File: src/rtl/pic_pkg.sv
// Shared definitions for the PIC command/register block: sequencer states,
// command-word bit positions and EOI command codes.
package pic_pkg;

    typedef enum logic [2:0] {
        ST_IDLE      = 3'd0,
        ST_WAIT_ICW2 = 3'd1,
        ST_WAIT_ICW3 = 3'd2,
        ST_WAIT_ICW4 = 3'd3,
        ST_READY     = 3'd4
    } pic_state_e;

    // ICW1 fields
    localparam int ICW1_IC4  = 0;
    localparam int ICW1_SNGL = 1;
    localparam int ICW1_LTIM = 3;
    localparam int ICW1_INIT = 4;

    // ICW4 fields
    localparam int ICW4_AEOI = 1;

    // OCW2 fields (command in [7:5], level in [2:0])
    localparam int OCW2_CMD_LSB = 5;
    localparam int OCW2_LVL_LSB = 0;

    // OCW3 fields; bit 3 set with bit 4 clear selects OCW3 over OCW2
    localparam int OCW3_RIS  = 0;
    localparam int OCW3_RR   = 1;
    localparam int OCW3_P    = 2;
    localparam int OCW3_SEL  = 3;
    localparam int OCW3_SMM  = 5;
    localparam int OCW3_ESMM = 6;

    // OCW2 EOI command codes
    localparam logic [2:0] EOI_ROT_AUTO_CLR = 3'b000;
    localparam logic [2:0] EOI_NONSPEC      = 3'b001;
    localparam logic [2:0] EOI_NOP          = 3'b010;
    localparam logic [2:0] EOI_SPEC         = 3'b011;
    localparam logic [2:0] EOI_ROT_AUTO_SET = 3'b100;
    localparam logic [2:0] EOI_ROT_NONSPEC  = 3'b101;
    localparam logic [2:0] EOI_SET_PRIO     = 3'b110;
    localparam logic [2:0] EOI_ROT_SPEC     = 3'b111;

endpackage

File: src/rtl/pic_strobe_edge.sv
// One-flop edge detector for an active-low bus strobe, qualified by chip select.
// RISING=0 flags the strobe going low, RISING=1 flags it returning high.
module pic_strobe_edge #(
    parameter bit RISING = 1'b0
) (
    input  logic clk,
    input  logic rst,
    input  logic cs_n,
    input  logic strobe_n,
    output logic pulse
);

    logic prev_n;

    // Remember last cycle's strobe level; idle level is high.
    always_ff @(posedge clk) begin
        if (rst) prev_n <= 1'b1;
        else     prev_n <= strobe_n;
    end

    assign pulse = !cs_n && (RISING ? (strobe_n && !prev_n) : (!strobe_n && prev_n));

endmodule

File: src/rtl/pic_cmd_regs.sv
// PIC command/register block: ICW1-ICW4 init sequencer, OCW1-OCW3 decode,
// banked interrupt mask and registered IRR/ISR/IMR read-back.
//
// Read path handshake: dout_oe is the valid qualifier for dout. There is no
// ready; the consumer (data buffer) takes dout in every cycle dout_oe is high.
// dout_oe rises the cycle after cs_n=0/rd_n=0 first holds (with no write
// accepted that cycle) and falls the cycle after that condition drops.
module pic_cmd_regs
    import pic_pkg::*;
#(
    parameter int BANKS = 1
) (
    input  logic                 clk,
    input  logic                 rst,
    input  logic                 cs_n,
    input  logic                 wr_n,
    input  logic                 rd_n,
    input  logic                 a0,
    input  logic                 sp_n,
    input  logic [7:0]           din,
    input  logic [8*BANKS-1:0]   irr,
    input  logic [8*BANKS-1:0]   isr,
    output logic [7:0]           dout,
    output logic                 dout_oe,
    output logic                 init_done,
    output logic                 sngl,
    output logic                 ltim,
    output logic                 aeoi,
    output logic [4:0]           vec_base,
    output logic [7:0]           icw3,
    output logic [8*BANKS-1:0]   imr,
    output logic [2:0]           eoi_cmd,
    output logic [2:0]           eoi_level,
    output logic                 eoi_pulse,
    output logic                 read_isr,
    output logic                 smm,
    output logic                 poll_req,
    output logic [2:0]           dbg_state
);

    localparam int NUM_IRQ = 8 * BANKS;
    localparam int PW      = (BANKS > 1) ? $clog2(BANKS) : 1;

    pic_state_e      state;
    logic            ic4;
    logic [PW-1:0]   bank_ptr;
    logic [PW-1:0]   rd_ptr;
    logic            wr_acc;
    logic            rd_end;
    logic            rd_cond;
    logic [NUM_IRQ-1:0] rd_sel;
    logic [7:0]      rd_data;

    function automatic logic [PW-1:0] next_ptr(input logic [PW-1:0] p);
        if (p == PW'(BANKS - 1)) return '0;
        return p + 1'b1;
    endfunction

    pic_strobe_edge #(.RISING(1'b0)) u_wr_edge (
        .clk      (clk),
        .rst      (rst),
        .cs_n     (cs_n),
        .strobe_n (wr_n),
        .pulse    (wr_acc)
    );

    pic_strobe_edge #(.RISING(1'b1)) u_rd_edge (
        .clk      (clk),
        .rst      (rst),
        .cs_n     (cs_n),
        .strobe_n (rd_n),
        .pulse    (rd_end)
    );

    // A write accepted in the same cycle takes priority over the read.
    assign rd_cond   = !cs_n && !rd_n && !wr_acc;
    assign dbg_state = state;

    // Select the read-back source and the bank addressed by rd_ptr.
    always_comb begin
        rd_sel = irr;
        if (a0)            rd_sel = imr;
        else if (read_isr) rd_sel = isr;
        rd_data = rd_sel[{rd_ptr, 3'b000} +: 8];
    end

    // Init sequencer, command decode, configuration registers and read-back.
    always_ff @(posedge clk) begin
        if (rst) begin
            state     <= ST_IDLE;
            ic4       <= 1'b0;
            bank_ptr  <= '0;
            rd_ptr    <= '0;
            dout      <= 8'h00;
            dout_oe   <= 1'b0;
            init_done <= 1'b0;
            sngl      <= 1'b0;
            ltim      <= 1'b0;
            aeoi      <= 1'b0;
            vec_base  <= 5'd0;
            icw3      <= 8'h00;
            imr       <= '0;
            eoi_cmd   <= 3'd0;
            eoi_level <= 3'd0;
            eoi_pulse <= 1'b0;
            read_isr  <= 1'b0;
            smm       <= 1'b0;
            poll_req  <= 1'b0;
        end else begin
            eoi_pulse <= 1'b0;
            poll_req  <= 1'b0;
            dout_oe   <= rd_cond;
            if (rd_cond) dout <= rd_data;
            if (rd_end)  rd_ptr <= next_ptr(rd_ptr);

            if (wr_acc) begin
                rd_ptr <= '0;
                if (!a0) bank_ptr <= '0;

                if (!a0 && din[ICW1_INIT]) begin
                    // ICW1 restarts initialisation from any state.
                    state     <= ST_WAIT_ICW2;
                    ic4       <= din[ICW1_IC4];
                    sngl      <= din[ICW1_SNGL];
                    ltim      <= din[ICW1_LTIM];
                    imr       <= '0;
                    read_isr  <= 1'b0;
                    smm       <= 1'b0;
                    init_done <= 1'b0;
                    if (!din[ICW1_IC4]) aeoi <= 1'b0;
                end else if (a0) begin
                    case (state)
                        ST_WAIT_ICW2: begin
                            vec_base <= din[7:3];
                            if (sngl && !ic4) begin
                                state     <= ST_READY;
                                init_done <= 1'b1;
                            end else if (!sngl) begin
                                state <= ST_WAIT_ICW3;
                            end else begin
                                state <= ST_WAIT_ICW4;
                            end
                        end
                        ST_WAIT_ICW3: begin
                            icw3 <= sp_n ? din : {5'b00000, din[2:0]};
                            if (ic4) begin
                                state <= ST_WAIT_ICW4;
                            end else begin
                                state     <= ST_READY;
                                init_done <= 1'b1;
                            end
                        end
                        ST_WAIT_ICW4: begin
                            aeoi      <= din[ICW4_AEOI];
                            state     <= ST_READY;
                            init_done <= 1'b1;
                        end
                        ST_READY: begin
                            // OCW1: successive writes walk through the mask banks.
                            imr[{bank_ptr, 3'b000} +: 8] <= din;
                            bank_ptr <= next_ptr(bank_ptr);
                        end
                        default: ;
                    endcase
                end else if (state == ST_READY) begin
                    if (!din[OCW3_SEL]) begin
                        eoi_cmd   <= din[OCW2_CMD_LSB +: 3];
                        eoi_level <= din[OCW2_LVL_LSB +: 3];
                        eoi_pulse <= 1'b1;
                    end else begin
                        if (din[OCW3_RR])   read_isr <= din[OCW3_RIS];
                        if (din[OCW3_ESMM]) smm      <= din[OCW3_SMM];
                        if (din[OCW3_P])    poll_req <= 1'b1;
                    end
                end
            end
        end
    end

endmodule
File: config.mk
export PLATFORM = sky130hd
export DESIGN_NAME = pic_cmd_regs
export DESIGN_NICKNAME = d
export VERILOG_FILES = /design/src/rtl/pic_pkg.sv /design/src/rtl/pic_strobe_edge.sv /design/src/rtl/pic_cmd_regs.sv
export SDC_FILE = /design/constraint.sdc
export NUM_CORES = 1
export LEC_CHECK = 0
export BUFFER_PORTS_ARGS = -buffer_cell sky130_fd_sc_hd__clkbuf_2
export CORE_MARGIN = 8
export CORE_UTILIZATION = 35
export CTS_CLUSTER_SIZE = 40
export DETAILED_ROUTE_END_ITERATION = 10
export PLACE_DENSITY = 0.69
export SETUP_SLACK_MARGIN = 0.3
export SYNTH_ARGS = -nofsm -noshare
export SYNTH_HDL_FRONTEND = slang
export SYNTH_SLANG_ARGS = --single-unit
File: constraint.sdc
create_clock -name clk -period 3.8 [get_ports clk]
set_clock_uncertainty 0.2 [all_clocks]
set_input_delay 0.57 -clock clk [delete_from_list [all_inputs] [get_ports clk]]
set_output_delay 0.57 -clock clk [all_outputs]
set_load 0.01 [all_outputs]
==> results.json, run 1 <==
{
  "grt_use_met2_pct": 21.4,
  "cp_max_fo": 11,
  "async_reset_ff_share_pct": 0,
  "globalRouteMet3Util_pct": 3.68,
  "postSynthAreaPerCell_sq_um": 8.94,
  "grt_busiest_layer": "met2",
  "hold_start": "icw3[3]$_SDFFE_PP0P_",
  "synth_cell_types": 33,
  "hold_class": "flop to flop",
  "pwr-share-comb_pct": 7.9,
  "vias_per_cell": 4.99,
  "synth_nets": 269,
  "path_class": "input port to flop",
  "internal_power_w": 0.000769,
  "multi_input_area_sq_um": 1070,
  "endpoint_kind": "flop",
  "setup_tns_ns": 0,
  "slew_viol_final": 0,
  "ys_ff_latch": 50,
  "fillers": 611,
  "clkSinkCount": 50,
  "cts-resized-gates": 0,
  "diodes": 0,
  "period_share_pct": 60.6,
  "port_buffers": 77,
  "antenna_found_initial": 0,
  "clk_latency_ns": 0.29,
  "cts_buffers": 5,
  "wl_per_cell_um": 14.9,
  "die_x_um": 94.0,
  "leakage_nw": 1.11,
  "post-route-drc-count": 0,
  "yosysWarnings": 0,
  "num_vias": 1926,
  "pwr-share-seq_pct": 54.0,
  "drv_cap": 0,
  "worstReg2RegEnd": "smm$_SDFFE_PP0P_",
  "syn_to_final_growth_pct": 25.5,
  "p_sw_share_pct": 22.1,
  "synth.yosys.seq_area_share_pct": 47.0,
  "timing_hold_violations_final": 0,
  "reg2reg_from": "u_wr_edge.prev_n$_SDFF_PP1_",
  "clk_path_buf_depth": 2,
  "grt_pass1_wl_mm": 9.18,
  "pwr-share-clk_pct": 38.2,
  "ios": 78,
  "syn_area_sq_um": 2130,
  "critPathLaunchType": "input port",
  "fmax_ghz": 0.434,
  "grt_max_degree": 44,
  "ir_drop_uv": 191,
  "drt_iter0_drc": 85,
  "initial_core_util_pct": 36.2,
  "post_cts_buffers": 0,
  "die_area_sq_um": 8830,
  "drive_gt1_share_pct": 29.3,
  "ys.flop_type": "dfxtp_1",
  "power_switching_w": 0.000218,
  "grt_pass1_vias": 1852,
  "holdPathStages": 2,
  "die_y_um": 94.0,
  "holdPathEnd": "icw3[3]$_SDFFE_PP0P_",
  "rsz0062_at_grt": "false",
  "cts_tree": "yes",
  "reg2reg_slack_ns": 1.56,
  "stdcell_count": 386,
  "clk_pin_slew_ns": 0.09,
  "synth_enable_flop_cells": 0,
  "nNetsFinal": 342,
  "antenna_left": 0,
  "slew_headroom_pct": 45.7,
  "hpwl_mm": 4.42,
  "place.gp.congestion": 0.835,
  "status": "completed",
  "layout_min_cycle_time_ns": 2.30,
  "tightest_slew_ns": 0.815,
  "htree_levels": 2,
  "setup_violations": 0,
  "cp.arrival_ns": 2.33,
  "worst-r2r-cell-count": 4,
  "clock-root-buffer": "clkbuf_8",
  "ctsHoldBuffers": 0,
  "grt_overflow": 0,
  "drt-pass1-iter-count": 4,
  "netlist_instances": 238,
  "grtUsageMet1_pct": 16.0,
  "placed_cells": 379,
  "final-seq-area_sq_um": 1000,
  "p_per_area_nw_per_um2": 370,
  "cp_data_required_time_ns": 3.83,
  "drt_wl_total_mm": 5.74,
  "fp-row-count": 28,
  "track_usage_pct": 12.9,
  "core_sq_um": 5890
}
==> layer usage <==
layer	share of wire, %	vias to the layer above
met5	0	-
met4	0.56	0
met3	5.4	2
met2	50	44
met1	44	900
li1	-	980
==> synth_stat cells (2+ instances only) <==
cell	number	share of area [%]
a21oi_1	27	6.3
clkbuf_1	8	1.4
dfxtp_1	50	47
inv_1	3	0.53
mux2i_1	26	12
nand2_1	32	5.6
nand2b_1	10	2.9
nand3_1	6	1.4
nand4_1	3	0.88
nor2_1	27	4.8
nor2b_1	4	1.2
nor3_1	6	1.4
nor3b_1	2	0.71
nor4_4	2	2.0
o211ai_1	3	1.1
o21ai_0	3	0.71
o21ai_1	2	0.47
o2bb2ai_1	8	3.3
or2_2	2	0.59
==> layout make-up <==
type                       instances  share of cell area [%]
sequential                        50                    37.5
clock inverter                     1                    1.12
tap                               75                    3.51
timing repair buffer              77                    14.4
inverter                           3                   0.422
clock buffer                       6                    3.09
multi-input combinational        174                    39.9
==> registers in the layout, summed over array words and instances, names as in the netlist, 3 cells and up <==
name	cells
dout	8
icw3	8
imr	8
vec_base	5
dbg_state	3
eoi_cmd	3
eoi_level	3
==> kinds of logic (layout without fill, tap and decap cells) <==
kind of cell	after synthesis	in the layout	share of synthesized area, %
AOI/OAI and AO/OA	47	47	13.4
buffers and inverters	14	87	2.88
DFF	50	50	47.0
muxes	26	26	12.2
and+or+nand+nor	101	101	24.5
==> power groups by stage <==
stage                     clock (W)  sequential [W]  combinational [W]
after global placement            0        0.000545          0.0000775
final                      0.000377        0.000533          0.0000775
after detailed placement          0        0.000545          0.0000778
after CTS                  0.000385        0.000533          0.0000782
after floorplan                   0        0.000546          0.0000404
after global routing       0.000410        0.000534          0.0000863
==> placed cells by master, fill, tap and decap left out, types with 2 or more instances in the layout <==
| master | synthesis | final |
|---|---|---|
| nor4_4 | 2 | 2 |
| nor2_1 | 27 | 27 |
| nor3b_1 | 2 | 2 |
| o211ai_1 | 3 | 3 |
| o2bb2ai_1 | 8 | 8 |
| nor3_1 | 6 | 6 |
| nand2_1 | 32 | 32 |
| o21ai_0 | 3 | 3 |
| dfxtp_1 | 50 | 50 |
| nand3_1 | 6 | 6 |
| clkbuf_8 | 0 | 6 |
| nor2b_1 | 4 | 4 |
| or2_2 | 2 | 2 |
| a21oi_1 | 27 | 27 |
| nand4_1 | 3 | 3 |
| o21ai_1 | 2 | 2 |
| mux2i_1 | 26 | 26 |
| clkbuf_2 | 0 | 77 |
| inv_1 | 3 | 3 |
| nand2b_1 | 10 | 10 |
==> stage by stage <==
step / instance area (sq um) / util (%) / total power [W] / setup WS (ns) / hold slack [ns]
final: 2670 / 45.4 / 0.000987 / 1.50 / 0.257
after global routing: 2670 / 45.4 / 0.00103 / 1.41 / 0.283
after CTS: 2670 / 45.4 / 0.000997 / 1.51 / 0.261
after detailed placement: 2560 / 43.5 / 0.000623 / 1.19 / 0.248
after global placement: 2560 / 43.5 / 0.000623 / 1.24 / 0.244
after floorplan: 2130 / - / 0.000587 / 1.57 / 0.246
==> worst max-delay path, cell delays in order <==
cell,delay (ns)
clkbuf_2,0.10
or3b_1,0.59
or3_4,0.48
or4_4,0.42
o21ai_1,0.16
==> worst max-delay path by stage <==
stage               slack [ns]  startpoint                         to
floorplan                 1.57        wr_n       icw3[0]$_SDFFE_PP0P_
global placement          1.24        wr_n           smm$_SDFFE_PP0P_
detailed placement        1.19        wr_n           smm$_SDFFE_PP0P_
CTS                       1.51        wr_n           smm$_SDFFE_PP0P_
global route              1.41        wr_n  eoi_level[0]$_SDFFE_PP0P_
finish                    1.50        wr_n           smm$_SDFFE_PP0P_
Power figures use the tool's default switching activity.
==> run 2, diff against run 1 <==
- clock period: 3.8 -> 2.2 ns (I/O delays scaled with it)
==> run 2 against run 1 <==
  * Count of clock-buffer cells in the layout is the same
  * Global-route usage grew 0.72 points
  * First-iteration DRC count grew 51%
  * Cell count grew 3.4%
  * Sequential share of layout area shrank 1.5 points
  * Critical path type is now flop to flop
==> results.json, run 2 (synthesis gave the netlist of run 1 again) <==
{
  "syn_to_final_growth_pct": 31.0,
  "place.gp.congestion": 0.834,
  "nNetsFinal": 355,
  "hold_class": "input port to flop",
  "antenna_found_initial": 0,
  "multi_input_area_sq_um": 1080,
  "timing_hold_violations_final": 0,
  "die_y_um": 94.0,
  "htree_levels": 2,
  "critPathLaunchType": "flop",
  "max_stage_delay_ns": 0.43,
  "drt-pass1-iter-count": 4,
  "wl_per_cell_um": 15.2,
  "grt_pass1_vias": 1910,
  "fillers": 605,
  "drive_gt1_share_pct": 34.0,
  "cp-startpoint": "dbg_state[0]$_SDFFE_PP0P_",
  "crit_chain": "or3b_4 -> or3_4 -> or4_4 -> o21ai_1",
  "endpoint": "read_isr$_SDFFE_PP0P_",
  "worstReg2RegEnd": "read_isr$_SDFFE_PP0P_",
  "tightest_slew_ns": 0.575,
  "top_regs": "dout x8, icw3 x8, imr x8",
  "grt_overflow": 0,
  "worst-r2r-cell-count": 4,
  "diodes": 0,
  "num_vias": 2001,
  "cpMaxStageDelayCell": "or4_4",
  "path_class": "flop to flop",
  "cp_data_required_time_ns": 2.24,
  "grt_pass1_wl_mm": 9.54,
  "stdcell_count": 399,
  "period_share_pct": 87.1,
  "reg2reg_slack_ns": 0.28,
  "post_dp_cell_area_sq_um": 2640,
  "finish.utilization_pct": 47.4,
  "ir_drop_uv": 447,
  "antenna_left": 0,
  "ctsHoldBuffers": 0,
  "rsz0062_at_grt": "true",
  "leakage_nw": 1.17,
  "layout_min_cycle_time_ns": 1.92,
  "clk_latency_ns": 0.30,
  "status": "completed",
  "cp.arrival_ns": 1.96,
  "p_per_area_nw_per_um2": 618,
  "setup_violations": 0,
  "cts_tree": "yes",
  "track_usage_pct": 13.6,
  "initial_core_util_pct": 36.2,
  "reg2reg_from": "dbg_state[0]$_SDFFE_PP0P_",
  "clkSinkCount": 50,
  "vias_per_cell": 5.02,
  "endpoint_kind": "flop",
  "slew_viol_final": 0,
  "final_common_cell": "clkbuf_2",
  "slew_headroom_pct": 61.5,
  "clock-root-buffer": "clkbuf_8",
  "drt_wl_total_mm": 6.05,
  "drv_cap": 0,
  "fmax_ghz": 0.522,
  "cts_buffers": 5,
  "hpwl_mm": 4.63,
  "setup_tns_ns": 0,
  "drt_iter0_drc": 128,
  "die_area_sq_um": 8830,
  "fp-row-count": 28,
  "die_x_um": 94.0,
  "final_cell_mix": "clkbuf_2, dfxtp_1, nand2_1",
  "grt_max_degree": 27,
  "ios": 78,
  "final-seq-area_sq_um": 1000,
  "port_buffers": 77,
  "fin_area_sq_um": 2790,
  "cp_max_fo": 2,
  "clk_pin_slew_ns": 0.09,
  "post-route-drc-count": 0,
  "placed_cells": 389,
  "clk_path_buf_depth": 2,
  "core_sq_um": 5890
}
[run 2: worst min-delay path by stage]
stage | slack, ns | end | start | cells after the start
global route | 0.07 | u_wr_edge.prev_n$_SDFF_PP1_ | wr_n | 2
detailed placement | 0.25 | dout[7]$_SDFFE_PP0P_ | dout[7]$_SDFFE_PP0P_ | 1
CTS | 0.06 | u_wr_edge.prev_n$_SDFF_PP1_ | wr_n | 2
finish | 0.06 | u_wr_edge.prev_n$_SDFF_PP1_ | wr_n | 2
global placement | 0.24 | icw3[3]$_SDFFE_PP0P_ | icw3[3]$_SDFFE_PP0P_ | 2
floorplan | 0.24 | u_wr_edge.prev_n$_SDFF_PP1_ | wr_n | 1
[run 2: worst max-delay path, delay by kind of cell, from the launching register on]
kind	cells	cell delay, ns
flip-flops	1	0.32
AO/OA/AOI/OAI	1	0.12
AND/OR/NAND/NOR	3	1.21
[run 2: stage by stage]
| stage | worst slack, ns | hold WS [ns] | power (W) |
|---|---|---|---|
| after floorplan | 0.189 | 0.237 | 0.00102 |
| after global placement | 0.111 | 0.238 | 0.00108 |
| after detailed placement | 0.0917 | 0.248 | 0.00109 |
| after CTS | 0.288 | 0.0553 | 0.00174 |
| after global routing | 0.248 | 0.0682 | 0.00179 |
| final | 0.285 | 0.0648 | 0.00172 |
[run 2: repair_timing]
action,4_1_cts,5_1_grt
resized for setup,2,3
endpoints found under the setup margin,10,9
pin swaps,4,0
buffers inserted,3,0
[run 2: power by group]
group / switching, W / total, W / internal, W
clock network: 0.000293 / 0.000657 / 0.000364
logic: 0.0000885 / 0.000148 / 0.0000590
registers: 0.00000568 / 0.000919 / 0.000914
total: 0.000387 / 0.00172 / 0.00134
[run 2: metal layers]
metal | share of wire (%) | global-route usage (%) | wire [um]
met2 | 49 | 22.6 | 2960
met4 | 1.5 | 5.15 | 88
met3 | 5.5 | 4.24 | 332
met5 | 0 | 0 | 0
met1 | 44 | 15.9 | 2670
[run 2: final cells by class]
cell class / instances / share of cell area (%)
sequential: 50 / 36.0
clock buffer: 6 / 2.96
clock inverter: 1 / 1.08
multi-input combinational: 174 / 38.6
inverter: 3 / 0.404
timing repair buffer: 90 / 17.6
tap: 75 / 3.36
